`src/rtl/mem_port_arbiter_if.sv`:
```
// Bundle between the pipeline fetch/load-store ports, the arbiter and the
// single-port memory macro. The arbiter takes the slave view.
interface mem_port_arbiter_if #(
  parameter int AW = 32,
  parameter int DW = 32
) ();

  // Instruction-fetch port
  logic          if_req;
  logic [AW-1:0] if_addr;
  logic          if_ack;
  logic [DW-1:0] if_rdata;

  // Data (load/store) port
  logic          dm_req;
  logic          dm_we;
  logic [AW-1:0] dm_addr;
  logic [DW-1:0] dm_wdata;
  logic          dm_ack;
  logic [DW-1:0] dm_rdata;

  // Memory macro side
  logic          mem_en;
  logic          mem_we;
  logic [AW-1:0] mem_addr;
  logic [DW-1:0] mem_wdata;
  logic [DW-1:0] mem_rdata;

  // Pipeline hold
  logic          stall;

  modport slave (
    input  if_req, if_addr,
    input  dm_req, dm_we, dm_addr, dm_wdata,
    input  mem_rdata,
    output if_ack, if_rdata,
    output dm_ack, dm_rdata,
    output mem_en, mem_we, mem_addr, mem_wdata,
    output stall
  );

  modport master (
    output if_req, if_addr,
    output dm_req, dm_we, dm_addr, dm_wdata,
    output mem_rdata,
    input  if_ack, if_rdata,
    input  dm_ack, dm_rdata,
    input  mem_en, mem_we, mem_addr, mem_wdata,
    input  stall
  );

endinterface

```
`src/rtl/mem_port_arbiter.sv`:
```
// Shares one single-port memory between instruction fetch and load/store,
// holding each access for MEM_LAT cycles and acking with a one-cycle pulse.
module mem_port_arbiter #(
  parameter int MEM_LAT = 2,
  parameter int AW      = 32,
  parameter int DW      = 32
) (
  input  logic              clk,
  input  logic              rst_n,
  mem_port_arbiter_if.slave bus
);

  localparam int            CW       = $clog2(MEM_LAT) + 1;
  localparam logic [CW-1:0] CNT_LAST = CW'(MEM_LAT - 1);

  typedef enum logic [1:0] {
    IDLE    = 2'd0,
    BUSY_DM = 2'd1,
    BUSY_IF = 2'd2
  } state_t;

  state_t        state_reg, state_next;
  logic [CW-1:0] cnt_reg, cnt_next;
  logic          mem_en_reg, mem_en_next;
  logic          mem_we_reg, mem_we_next;
  logic [AW-1:0] mem_addr_reg, mem_addr_next;
  logic [DW-1:0] mem_wdata_reg, mem_wdata_next;
  logic          if_ack_reg, if_ack_next;
  logic          dm_ack_reg, dm_ack_next;
  logic [DW-1:0] if_rdata_reg, if_rdata_next;
  logic [DW-1:0] dm_rdata_reg, dm_rdata_next;

  logic if_elig;
  logic dm_elig;

  // A requester still holds req during its own ack cycle; masking it there
  // prevents a stale re-grant and makes the ports alternate under load.
  assign if_elig = bus.if_req & ~if_ack_reg;
  assign dm_elig = bus.dm_req & ~dm_ack_reg;

  always_ff @(posedge clk or negedge rst_n) begin
    if (!rst_n) begin
      state_reg     <= IDLE;
      cnt_reg       <= '0;
      mem_en_reg    <= 1'b0;
      mem_we_reg    <= 1'b0;
      mem_addr_reg  <= '0;
      mem_wdata_reg <= '0;
      if_ack_reg    <= 1'b0;
      dm_ack_reg    <= 1'b0;
      if_rdata_reg  <= '0;
      dm_rdata_reg  <= '0;
    end else begin
      state_reg     <= state_next;
      cnt_reg       <= cnt_next;
      mem_en_reg    <= mem_en_next;
      mem_we_reg    <= mem_we_next;
      mem_addr_reg  <= mem_addr_next;
      mem_wdata_reg <= mem_wdata_next;
      if_ack_reg    <= if_ack_next;
      dm_ack_reg    <= dm_ack_next;
      if_rdata_reg  <= if_rdata_next;
      dm_rdata_reg  <= dm_rdata_next;
    end
  end

  always_comb begin
    state_next     = state_reg;
    cnt_next       = cnt_reg;
    mem_en_next    = mem_en_reg;
    mem_we_next    = mem_we_reg;
    mem_addr_next  = mem_addr_reg;
    mem_wdata_next = mem_wdata_reg;
    if_ack_next    = 1'b0;
    dm_ack_next    = 1'b0;
    if_rdata_next  = if_rdata_reg;
    dm_rdata_next  = dm_rdata_reg;

    unique case (state_reg)
      IDLE: begin
        if (dm_elig) begin
          mem_en_next    = 1'b1;
          mem_we_next    = bus.dm_we;
          mem_addr_next  = bus.dm_addr;
          mem_wdata_next = bus.dm_wdata;
          cnt_next       = '0;
          state_next     = BUSY_DM;
        end else if (if_elig) begin
          // Fetches never write; the write-data bus keeps its last value.
          mem_en_next   = 1'b1;
          mem_we_next   = 1'b0;
          mem_addr_next = bus.if_addr;
          cnt_next      = '0;
          state_next    = BUSY_IF;
        end
      end

      BUSY_DM, BUSY_IF: begin
        if (cnt_reg == CNT_LAST) begin
          mem_en_next = 1'b0;
          mem_we_next = 1'b0;
          state_next  = IDLE;
          if (state_reg == BUSY_DM) begin
            dm_ack_next = 1'b1;
            if (!mem_we_reg) begin
              dm_rdata_next = bus.mem_rdata;
            end
          end else begin
            if_ack_next   = 1'b1;
            if_rdata_next = bus.mem_rdata;
          end
        end else begin
          cnt_next = cnt_reg + CW'(1);
        end
      end

      default: begin
        state_next  = IDLE;
        mem_en_next = 1'b0;
        mem_we_next = 1'b0;
      end
    endcase
  end

  assign bus.mem_en    = mem_en_reg;
  assign bus.mem_we    = mem_we_reg;
  assign bus.mem_addr  = mem_addr_reg;
  assign bus.mem_wdata = mem_wdata_reg;
  assign bus.if_ack    = if_ack_reg;
  assign bus.dm_ack    = dm_ack_reg;
  assign bus.if_rdata  = if_rdata_reg;
  assign bus.dm_rdata  = dm_rdata_reg;

  // Hold the pipeline from request until the ack cycle itself.
  assign bus.stall = (bus.if_req & ~if_ack_reg) | (bus.dm_req & ~dm_ack_reg);

endmodule

```
`src/flat_wrapper.sv`:
```
// flat-port wrapper written by rule: the top's interface ports become plain ports
module mem_port_arbiter_flat 
#(
  parameter int MEM_LAT = 2,
  parameter int AW      = 32,
  parameter int DW      = 32
)
  (clk, rst_n, bus_if_req, bus_if_addr, bus_dm_req, bus_dm_we, bus_dm_addr, bus_dm_wdata, bus_mem_rdata, bus_if_ack, bus_if_rdata, bus_dm_ack, bus_dm_rdata, bus_mem_en, bus_mem_we, bus_mem_addr, bus_mem_wdata, bus_stall);
  mem_port_arbiter_if #(.AW(AW), .DW(DW)) bus_i ();
  input  logic clk;
  input  logic rst_n;
  input wire logic [$bits(bus_i.if_req)-1:0] bus_if_req;
  input wire logic [$bits(bus_i.if_addr)-1:0] bus_if_addr;
  input wire logic [$bits(bus_i.dm_req)-1:0] bus_dm_req;
  input wire logic [$bits(bus_i.dm_we)-1:0] bus_dm_we;
  input wire logic [$bits(bus_i.dm_addr)-1:0] bus_dm_addr;
  input wire logic [$bits(bus_i.dm_wdata)-1:0] bus_dm_wdata;
  input wire logic [$bits(bus_i.mem_rdata)-1:0] bus_mem_rdata;
  output wire logic [$bits(bus_i.if_ack)-1:0] bus_if_ack;
  output wire logic [$bits(bus_i.if_rdata)-1:0] bus_if_rdata;
  output wire logic [$bits(bus_i.dm_ack)-1:0] bus_dm_ack;
  output wire logic [$bits(bus_i.dm_rdata)-1:0] bus_dm_rdata;
  output wire logic [$bits(bus_i.mem_en)-1:0] bus_mem_en;
  output wire logic [$bits(bus_i.mem_we)-1:0] bus_mem_we;
  output wire logic [$bits(bus_i.mem_addr)-1:0] bus_mem_addr;
  output wire logic [$bits(bus_i.mem_wdata)-1:0] bus_mem_wdata;
  output wire logic [$bits(bus_i.stall)-1:0] bus_stall;
  assign bus_i.if_req = bus_if_req;
  assign bus_i.if_addr = bus_if_addr;
  assign bus_i.dm_req = bus_dm_req;
  assign bus_i.dm_we = bus_dm_we;
  assign bus_i.dm_addr = bus_dm_addr;
  assign bus_i.dm_wdata = bus_dm_wdata;
  assign bus_i.mem_rdata = bus_mem_rdata;
  assign bus_if_ack = bus_i.if_ack;
  assign bus_if_rdata = bus_i.if_rdata;
  assign bus_dm_ack = bus_i.dm_ack;
  assign bus_dm_rdata = bus_i.dm_rdata;
  assign bus_mem_en = bus_i.mem_en;
  assign bus_mem_we = bus_i.mem_we;
  assign bus_mem_addr = bus_i.mem_addr;
  assign bus_mem_wdata = bus_i.mem_wdata;
  assign bus_stall = bus_i.stall;
  mem_port_arbiter #(.MEM_LAT(MEM_LAT), .AW(AW), .DW(DW)) u_core (.clk(clk), .rst_n(rst_n), .bus(bus_i));
endmodule
```
`config.mk`:
```
export PLATFORM = sky130hd
export DESIGN_NAME = mem_port_arbiter_flat
export DESIGN_NICKNAME = d
export VERILOG_FILES = /design/src/rtl/mem_port_arbiter_if.sv /design/src/rtl/mem_port_arbiter.sv /design/src/flat_wrapper.sv
export SDC_FILE = /design/constraint.sdc
export NUM_CORES = 1
export LEC_CHECK = 0
export BUFFER_PORTS_ARGS = -buffer_cell sky130_fd_sc_hd__buf_2
export CAP_MARGIN = 20
export CORE_MARGIN = 1
export CORE_UTILIZATION = 40
export DETAILED_ROUTE_END_ITERATION = 6
export PLACE_DENSITY_LB_ADDON = 0.12
export SLEW_MARGIN = 20
export SYNTH_ARGS = -nofsm -noshare
export SYNTH_HDL_FRONTEND = slang
export SYNTH_SLANG_ARGS = --single-unit
```
`constraint.sdc`:
```
create_clock -name clk -period 2.2 [get_ports clk]
set_clock_uncertainty 0.15 [all_clocks]
set_input_delay 0.33 -clock clk [delete_from_list [all_inputs] [get_ports clk]]
set_output_delay 0.33 -clock clk [all_outputs]
set_load 0.01 [all_outputs]
```
### Word-level counts from Yosys, hierarchy flattened

Index checks and enable logic that the tools add are counted.

* add/sub/neg operators: 1
* equality and inequality tests: 6
* multiplexer cells: 23
* bitwise gates (word level): 7
* reductions and logical operators: 10

Operators with widths (count)
* two-way mux 32 bit: 2
* two-way mux 2 bit: 6
* two-way mux 1 bit: 11
* one-hot mux 2 bit (2 select lines): 2
* AND reduction 2 bit: 3
* AND reduction 3 bit: 2
* equality test 2 x 1 -> 1 bit, second input constant: 2
* NOT 1 bit: 4
* one-hot mux 1 bit (2 select lines): 2
* AND reduction 4 bit: 1
* nonzero test 2 bit: 2
* inequality test 3 x 1 -> 1 bit, second input constant: 1
* adder 2 x 1 -> 2 bit, second input constant: 1
* AND 1 bit: 2
* equality test 2 bit, second input constant: 1
* logical NOT 2 bit: 1
* inequality test 2 x 1 -> 1 bit, second input constant: 1
* inequality test 2 bit, second input constant: 1
* OR reduction 2 bit: 1
* bitwise OR 1 bit: 1

* bits in registers: 136
* input port bits: 133
* output and inout bits: 133
* word-level logic and storage cells: 57

### Longest topological paths before layout

Gate-level depths: netlist of the first run.

* depth after elaboration: 5
* depth in mapped cells: 6
* mapped depth without buffers: 5

### Worst setup path before layout of the first run

Ideal clock, no wire load.

* path kind: register to register
* start point: register u_core.state_reg[0]
* end point: register u_core.mem_addr_reg[12], in the netlist u_core.bus.mem_addr[12]
* library setup time: 0.125 ns
* arrival time: 1.555 ns
* required time: 1.925 ns
* setup slack: 0.370 ns
* cell stages (with the launch flop): 7
* buffers on the path: 2
* clock period less this slack: 1.830 ns
* cell sequence: dfrtp_1 > inv_1 > ha_1 > buf_2 > a21boi_4 > clkbuf_8 > mux2_4

* longest elaborated chain between the ends: 2

Ends and longest elaborated chain
* from (decl): line mem_port_arbiter.sv:22 `state_t state_reg, state_next;`
* from (signal assigned): line mem_port_arbiter.sv:54 `state_reg <= state_next;`
* logical NOT 2 bit: line mem_port_arbiter.sv:79 `unique case (state_reg)`
* AND reduction 2 bit (no line)
* to (signal assigned): line mem_port_arbiter.sv:58 `mem_addr_reg <= mem_addr_next;`
* to (decl): line mem_port_arbiter.sv:26 `logic [AW-1:0] mem_addr_reg, mem_addr_next;`

Every way passes these cells.
A chain may end at the register's enable or synchronous reset.

### Worst setup path in the final report of the first run

* start point: register u_core.state_reg[0]
* end point: register u_core.dm_rdata_reg[29], in the netlist u_core.bus.dm_rdata[29]

* longest elaborated chain between the ends: 3
* elaborated cells on any way between the ends: 4
* those cells by class: 2 x eq/ne; 2 x reduce/logical

Ends and longest elaborated chain
* equality test 2 bit or equality test 2 x 1 -> 1 bit (tied branches): line mem_port_arbiter.sv:79, mem_port_arbiter.sv:103
* OR reduction 2 bit: line mem_port_arbiter.sv:79
* AND reduction 4 bit (no line) *
* to (signal assigned): line mem_port_arbiter.sv:63 `dm_rdata_reg <= dm_rdata_next;`
* to (decl): line mem_port_arbiter.sv:31 `logic [DW-1:0] dm_rdata_reg, dm_rdata_next;`

Every way passes the cells marked *; elsewhere a longest branch is shown, timed or not.

==> metrics.sh, run 1 <==
CTS_BUFFERS=17
WORSTHOLDENDPOINT='u_core.bus.dm_rdata[0]$_DFFE_PN0P_'
PLACE_HPWL_UM=9412
TIMING.HOLD.WORST.START='bus_mem_rdata[0]'
SYNTH_AREA_PER_CELL_SQ_UM=16.72
SYNTH_XOR_XNOR_AREA_SHARE_PCT=0
ROUTABILITYCONGESTION=0.7544
SYNTH_COMPOUND_GATE_AREA_SHARE_PCT=1.602
TIMING.CRITICAL_PATH.ARRIVAL_NS=2.19
MAIN_COMBINATIONAL_CELL_FAMILY_BY_AREA_AFTER_SYNTHESIS='multiplexers'
INITIAL_CORE_UTIL_PCT=40.99
FINAL_ANTENNA_NET_COUNT=0
CTS_HTREE_LEVELS=4
CTS_TREE='yes'
POWER.LEAKAGE_nW=4.319
FINAL.SETUP.TNS_NS=0
WORSTREG2REGSTART='u_core.state_reg[0]$_DFFE_PN0P_'
ROUTED_WIRE_LENGTH_PER_INSTANCE_UM=15.58
R2R_CELLS=6
VIA_COUNT_OF_THE_FIRST_GLOBAL_ROUTING_PASS=4170
LAYOUT_WORST_PATH_CYCLE_SHARE_PCT=93.26
TOTAL_DIE_AREA_SQ_UM=15330
REMAINING_DRC_ERRORS=0
CLOCK_TREE.BUFFER_DEPTH=2
POST_ROUTE_CELLS_DRIVE_ABOVE_1_SHARE_PCT=68.62
WORST-ENDPOINT-REQUIRED_NS=2.33
VDD.IR_DROP.WORST_V=0.0008567
CLKLATENCYLATEPIN_NS=0.40
SYNTHTOLAYOUTAREAGROWTH_PCT=44.70
CTS.SINKS=136
YOSYSUNIQUECELLTYPES=27
TIMING_WORST_SLEW_PIN_VALUE_NS=0.4953
SYNTHESIS.NETS=492
CTS_RESIZED=0
YOSYSTOPAREACELLSHARE_PCT=57.35
SYNTH-SEQ-CELLS=136
GRT_FIRST_PASS_WIRELENGTH_UM=20430
SYNTHCELLS=355
FINAL-SETUP-VIOL-COUNT=0
CLK_PIN_SLEW_NS=0.06
ANT_CELLS=0
FINALWIRELENGTH_UM=13490
TOTAL_OF_BUFFERS_PLACED_ON_INPUT_AND_OUTPUT_PORTS=265
SYNTH.MUX.AREA_FRACTION_PCT=34.79
MOSTFREQUENTLAYOUTCELLS='264 x buf_2, 136 x dfrtp_1, 89 x mux2_2'
DIE_HEIGHT_UM=123.8
RSZ0062_AT_GRT='no'
SYNTH_SEQUENTIAL_AREA_RATIO_PCT=57.35
OUTCOME='finished clean'
CP-START-KIND='register'
SYNTH_AREA_SQ_UM=5934
FIN_WS_NS=0.1482
WORSTSETUPENDPOINTTYPE='register'
ANTENNA_VIOLATIONS_BEFORE_REPAIR=0
POWER_PER_CELL_AREA_nW_PER_UM2=1483
NETLIST.TOP_CELL.BY_AREA='dfrtp_1'
DETAIL_ROUTE.FIRST_PASS.ITERATIONS=4
MAXIMUM_NUMBER_OF_PINS_ON_ONE_NET_BEFORE_GLOBAL_ROUTE_REPAIR=51
SYNTH_ADDER_AREA_SHARE_PCT=0.8433
SYNTHTOPCELLSBYAREA='dfrtp_1 57%, mux2_4 18%, mux2_2 17%, buf_6 1.5%, buf_12 1.0%'
FLOP2FLOP_SETUP_SLACK_NS=0.15
GLOBALROUTE.TOTALOVERFLOW=0
WORST_SLACK_AT_PLACEMENT_NS=0.1434
TIMING.MAX_SLEW.REL_SLACK_PCT=66.98
DESIGN.FINAL.NETS=807
HOLD_VIOL=0
TIMING_MAX_TRANSITION_VIOLATIONS_FINAL=0
DRTITER0DRC=117
PERIOD_NEEDED_NS=2.052
DIE_W_UM=123.8
CRIT_FANOUT=22
HOLD_PATH.CLASS='in2reg'
CTS_HOLD_BUF=40
GRT_UTIL_ALL_LAYERS_PCT=17.90
CLOCK-ROOT-BUFFER='clkbuf_16'
VIAS_PER_CELL=4.637
SYNTH.YOSYS.WARNINGS=0
REG2REG_END='u_core.bus.dm_rdata[29]$_DFFE_PN0P_'
NUM_ROWS=44
SETUP.WORST_PATH.CLASS='reg2reg'
PLACEABLECOREAREA_SQ_UM=14480
TIMING.HOLD.WORST_PATH_DEPTH=2
IO_PINS=266
MAX_CAP_VIOL_COUNT=0
SHARE_OF_SYNTHESIZED_CELL_AREA_IN_AND_OR_NAND_AND_NOR_GATES_PCT=1.750
POST_CTS.REPAIR.SETUP_BUFFERS=0
LEADING_CELL_TYPE_IN_THE_LAYOUT_FILL_AND_TAPS_EXCLUDED='buf_2'
ACHIEVABLE-FREQUENCY_GHz=0.4874
ROUTED-VIA-COUNT=4016
FINAL.HOLD.WORST_SLACK_NS=0.01877
## cell families (layout without fill, tap and decap cells)
family                   after synthesis  in the layout
multiplexers                         160            160
flip-flops                           136            136
buffers and inverters                 24            351
AND/OR/NAND/NOR                       19             19
AO/OA/AOI/OAI                         12             12
adder cells (fa/ha/maj)                4              4
## area by class of cell
cell class	instances	area, sq um
fillers	1162	5892
flip-flops and latches	136	3403
multi-input cells	195	2316
repair buffers	315	1898
clock buffers	19	452.9
clock inverters	12	267.8
well taps	184	230.2
inverters	5	18.77
## how the worst max path moves through the flow
stage | startpoint | endpoint | depth (start not counted)
5_1_grt | u_core.state_reg[0]$_DFFE_PN0P_ | u_core.bus.dm_rdata[19]$_DFFE_PN0P_ | 6
3_3_place_gp | u_core.state_reg[0]$_DFFE_PN0P_ | u_core.bus.dm_rdata[27]$_DFFE_PN0P_ | 6
2_1_floorplan | u_core.state_reg[0]$_DFFE_PN0P_ | u_core.bus.mem_addr[12]$_DFFE_PN0P_ | 6
6_report | u_core.state_reg[0]$_DFFE_PN0P_ | u_core.bus.dm_rdata[29]$_DFFE_PN0P_ | 6
4_1_cts | u_core.state_reg[0]$_DFFE_PN0P_ | u_core.bus.dm_rdata[29]$_DFFE_PN0P_ | 6
3_5_place_dp | u_core.state_reg[0]$_DFFE_PN0P_ | u_core.bus.dm_rdata[12]$_DFFE_PN0P_ | 6
## worst max-delay path: stages (launching register included)
cell and delay, ns:
dfrtp_1 0.35, inv_1 0.08, ha_1 0.39, and3_1 0.21, nand2_2 0.17, buf_12 0.22, mux2_2 0.35
## layer usage
| metal | part of all wire (%) | vias to the layer above | global-route usage [%] |
|---|---|---|---|
| met3 | 6.7 | 17 | 5.449 |
| met1 | 41 | 1957 | 20.65 |
| met4 | 2.1 | 0 | 7.982 |
| met2 | 50 | 150 | 30.49 |
| li1 | - | 1892 | - |
| met5 | 0 | - | 0 |
## synthesized netlist by cell type
cell,count
a21boi_4,1
a21oi_1,2
a311o_1,2
a31oi_1,2
and3_1,1
buf_12,3
buf_2,7
buf_6,8
clkbuf_8,1
dfrtp_1,136
ha_1,4
inv_1,5
mux2_1,1
mux2_2,89
mux2_4,70
nand2_1,5
nand2_2,1
nand2b_1,3
nand3_1,2
nand3b_2,1
nand4_1,2
nor2_1,2
nor2b_1,2
o211ai_1,1
o21ai_0,1
o22a_1,1
o22ai_1,2
## stage by stage
step,power [mW],instances,area [sq um],util [%]
after CTS,12.87,865,8577,59.24
after detailed placement,9.294,794,7456,51.50
after global routing,13.50,866,8587,59.31
final,12.73,866,8587,59.31
after global placement,9.175,794,7456,51.50
after floorplan,7.426,355,5934,-
## report_power, final
part           internal [mW]  switching, mW  total (mW)
sequential              3.78          0.612        4.39
clock                   2.41           1.05        3.46
combinational           2.69           2.19        4.88
total                   8.88           3.85        12.7
Note: power is estimated with default switching activity, not from simulation.
==> run 2: changes to the inputs <==
--- a/config.mk
+++ b/config.mk
@@ -7,6 +7,7 @@
 export LEC_CHECK = 0
 export BUFFER_PORTS_ARGS = -buffer_cell sky130_fd_sc_hd__buf_2
 export CAP_MARGIN = 20
+export CORE_ASPECT_RATIO = 0.9
 export CORE_MARGIN = 1
 export CORE_UTILIZATION = 40
 export DETAILED_ROUTE_END_ITERATION = 6
==> run 2 against run 1 <==
  * Count of clock-buffer cells in the layout is 1 higher
  * Global-route usage is 0.97 points higher
  * Sequential cell count stayed put
  * Critical path depth is 1 lower
  * Maximum frequency is 1.2% higher
  * Register-to-register slack better by 0.02 ns
  * Sequential power hardly changed
  * Via count is 3.1% higher
  * Critical endpoint is now u_core.bus.mem_addr[20]$_DFFE_PN0P_
==> metrics.sh, run 2 (synthesis results as in run 1) <==
CLOCK_TREE.BUFFER_DEPTH=2
CTS_HOLD_BUF=54
TOTAL_DIE_AREA_SQ_UM=15330
GRT_UTIL_ALL_LAYERS_PCT=18.87
ANTENNA_VIOLATIONS_BEFORE_REPAIR=0
POST-PLACE-CELLS=801
RSZ0062_AT_GRT='no'
CTS_BUFFERS=17
CPPEAKSTAGEDELAY_NS=0.39
POST_ROUTE_CELLS_DRIVE_ABOVE_1_SHARE_PCT=67.10
TOTAL_OF_BUFFERS_PLACED_ON_INPUT_AND_OUTPUT_PORTS=265
GLOBALROUTE.TOTALOVERFLOW=0
POST_CTS.REPAIR.SETUP_BUFFERS=0
MAX_CAP_VIOL_COUNT=0
MOSTFREQUENTLAYOUTCELLS='264 x buf_2, 136 x dfrtp_1, 89 x mux2_2'
IO_PINS=266
TIMING_MAX_TRANSITION_VIOLATIONS_FINAL=0
LAYOUT_WORST_PATH_CYCLE_SHARE_PCT=92.19
WORST-ENDPOINT-REQUIRED_NS=2.34
SETUP.WORST_PATH.CLASS='reg2reg'
WORST_SLACK_AT_PLACEMENT_NS=0.2061
CP-START-KIND='register'
TIMING.CRITICAL_PATH.ARRIVAL_NS=2.17
LAYOUT.CELLS.NON_FILLER=886
PERIOD_NEEDED_NS=2.028
DIE_W_UM=130.4
FINAL.SETUP.TNS_NS=0
ROUTED_WIRE_LENGTH_PER_INSTANCE_UM=15.68
REMAINING_DRC_ERRORS=0
VDD.IR_DROP.WORST_V=0.0008524
GRT_UTIL_MET3_PCT=7.091
TIMING_WORST_SLEW_PIN_VALUE_NS=0.4136
ROUTED-VIA-COUNT=4139
CRIT_FANOUT=32
CLKLATENCYLATEPIN_NS=0.41
CTS_TREE='yes'
TOP_USAGE_LAYER='met2'
GRT.MET2_USAGE_PCT=32.85
ACHIEVABLE-FREQUENCY_GHz=0.4930
ROUTABILITYCONGESTION=0.7582
CRIT_CHAIN='inv_1 > ha_1 > a21boi_4 > buf_12 > mux2_4'
PLACEABLECOREAREA_SQ_UM=14260
CTS_HTREE_LEVELS=4
WORSTSETUPENDPOINTTYPE='register'
MAXIMUM_NUMBER_OF_PINS_ON_ONE_NET_BEFORE_GLOBAL_ROUTE_REPAIR=56
FINAL-SETUP-VIOL-COUNT=0
VIA_COUNT_OF_THE_FIRST_GLOBAL_ROUTING_PASS=4494
ANT_CELLS=0
DETAIL_ROUTE.FIRST_PASS.ITERATIONS=4
HOLD_VIOL=0
POWER.LEAKAGE_nW=4.326
GRT_FIRST_PASS_WIRELENGTH_UM=21950
PLACEMENT.CELL_AREA_SQ_UM=7452
PLACE_HPWL_UM=9694
FIN_WS_NS=0.1718
DESIGN.FINAL.NETS=818
CLK_PIN_SLEW_NS=0.06
DIE_HEIGHT_UM=117.6
CRIT_FAMILY='adder cells'
SYNTHTOLAYOUTAREAGROWTH_PCT=46.07
VIAS_PER_CELL=4.672
LEADING_CELL_TYPE_IN_THE_LAYOUT_FILL_AND_TAPS_EXCLUDED='buf_2'
POWER_PER_CELL_AREA_nW_PER_UM2=1452
FINAL_ANTENNA_NET_COUNT=0
CRITICAL_PATH.N_BUFFERS_INVERTERS=2
DRTITER0DRC=118
FINISH.INSTANCE_AREA_SQ_UM=8668
MET1_USAGE_PCT=21.19
CTS_RESIZED=0
HOLD_PATH.CLASS='in2reg'
NUM_ROWS=41
OUTCOME='finished clean'
CTS.SINKS=136
CPMAXSTAGEDELAYCELL='ha_1'
DESIGN_POWER_TOTAL_mW=12.59
FINALWIRELENGTH_UM=13890
CLOCK-ROOT-BUFFER='clkbuf_16'
TIMING.MAX_SLEW.REL_SLACK_PCT=72.42
INITIAL_CORE_UTIL_PCT=41.61
[run 2: changes by cell type in the layout (fill, tap and decap cells not counted), sizes merged]
cell         change
bufinv           -2
clkinvlp         +4
dlygate4sd3     +13
buf              -2
clkinv           -2
clkbuf           +1
inv              -1
[run 2: area by class of cell]
type / instances / area (sq um)
Fill cell: 1151 / 5593
Sequential cell: 136 / 3403
Multi-Input combinational cell: 195 / 2316
Timing Repair Buffer: 326 / 2013
Clock buffer: 20 / 456.7
Tap cell: 193 / 241.5
Clock inverter: 11 / 219.0
Inverter: 5 / 18.77
[run 2: final timing paths]
| path | start | endpoint | slack [ns] | depth (start not counted) |
|---|---|---|---|---|
| setup / recovery | u_core.state_reg[0]$_DFFE_PN0P_ | u_core.bus.mem_addr[20]$_DFFE_PN0P_ | 0.17 | 5 |
| hold / removal | bus_mem_rdata[11] | u_core.bus.if_rdata[11]$_DFFE_PN0P_ | 0.02 | 2 |
| setup reg to reg | u_core.state_reg[0]$_DFFE_PN0P_ | u_core.bus.mem_addr[20]$_DFFE_PN0P_ | 0.17 | 5 |
| hold reg to reg | u_core.bus.mem_en$_DFFE_PN0P_ | u_core.bus.mem_en$_DFFE_PN0P_ | 0.35 | 1 |
| max in group asynchronous | rst_n | u_core.bus.mem_wdata[19]$_DFFE_PN0P_ | 1.04 | 3 |
| min in group asynchronous | rst_n | u_core.bus.mem_addr[15]$_DFFE_PN0P_ | 0.23 | 2 |
[run 2: layer usage]
layer	vias up	share of wire [%]	routed length (um)
li1	1916	-	-
met5	-	0	0
met2	149	52	7224
met3	9	7.8	1087
met4	0	0.76	106
met1	2065	39	5472
[run 2: power by group]
part	total, mW	switching, mW	internal (mW)
Clock	3.22	1.04	2.18
Sequential	4.42	0.636	3.78
Combinational	4.94	2.23	2.72
[run 2: worst reg2reg max path, stage by stage, from the launching register on]
cell and delay, ns:
dfrtp_1 0.38, inv_1 0.11, ha_1 0.39, a21boi_4 0.27, buf_12 0.27, mux2_4 0.36
[run 2: metrics by stage]
step / utilization, % / hold WS (ns)
after floorplan: - / -0.1156
after global placement: 52.25 / 0.09546
after detailed placement: 52.25 / 0.09954
after CTS: 60.78 / 0.0005536
after global routing: 60.78 / 0.006330
final: 60.78 / 0.02307
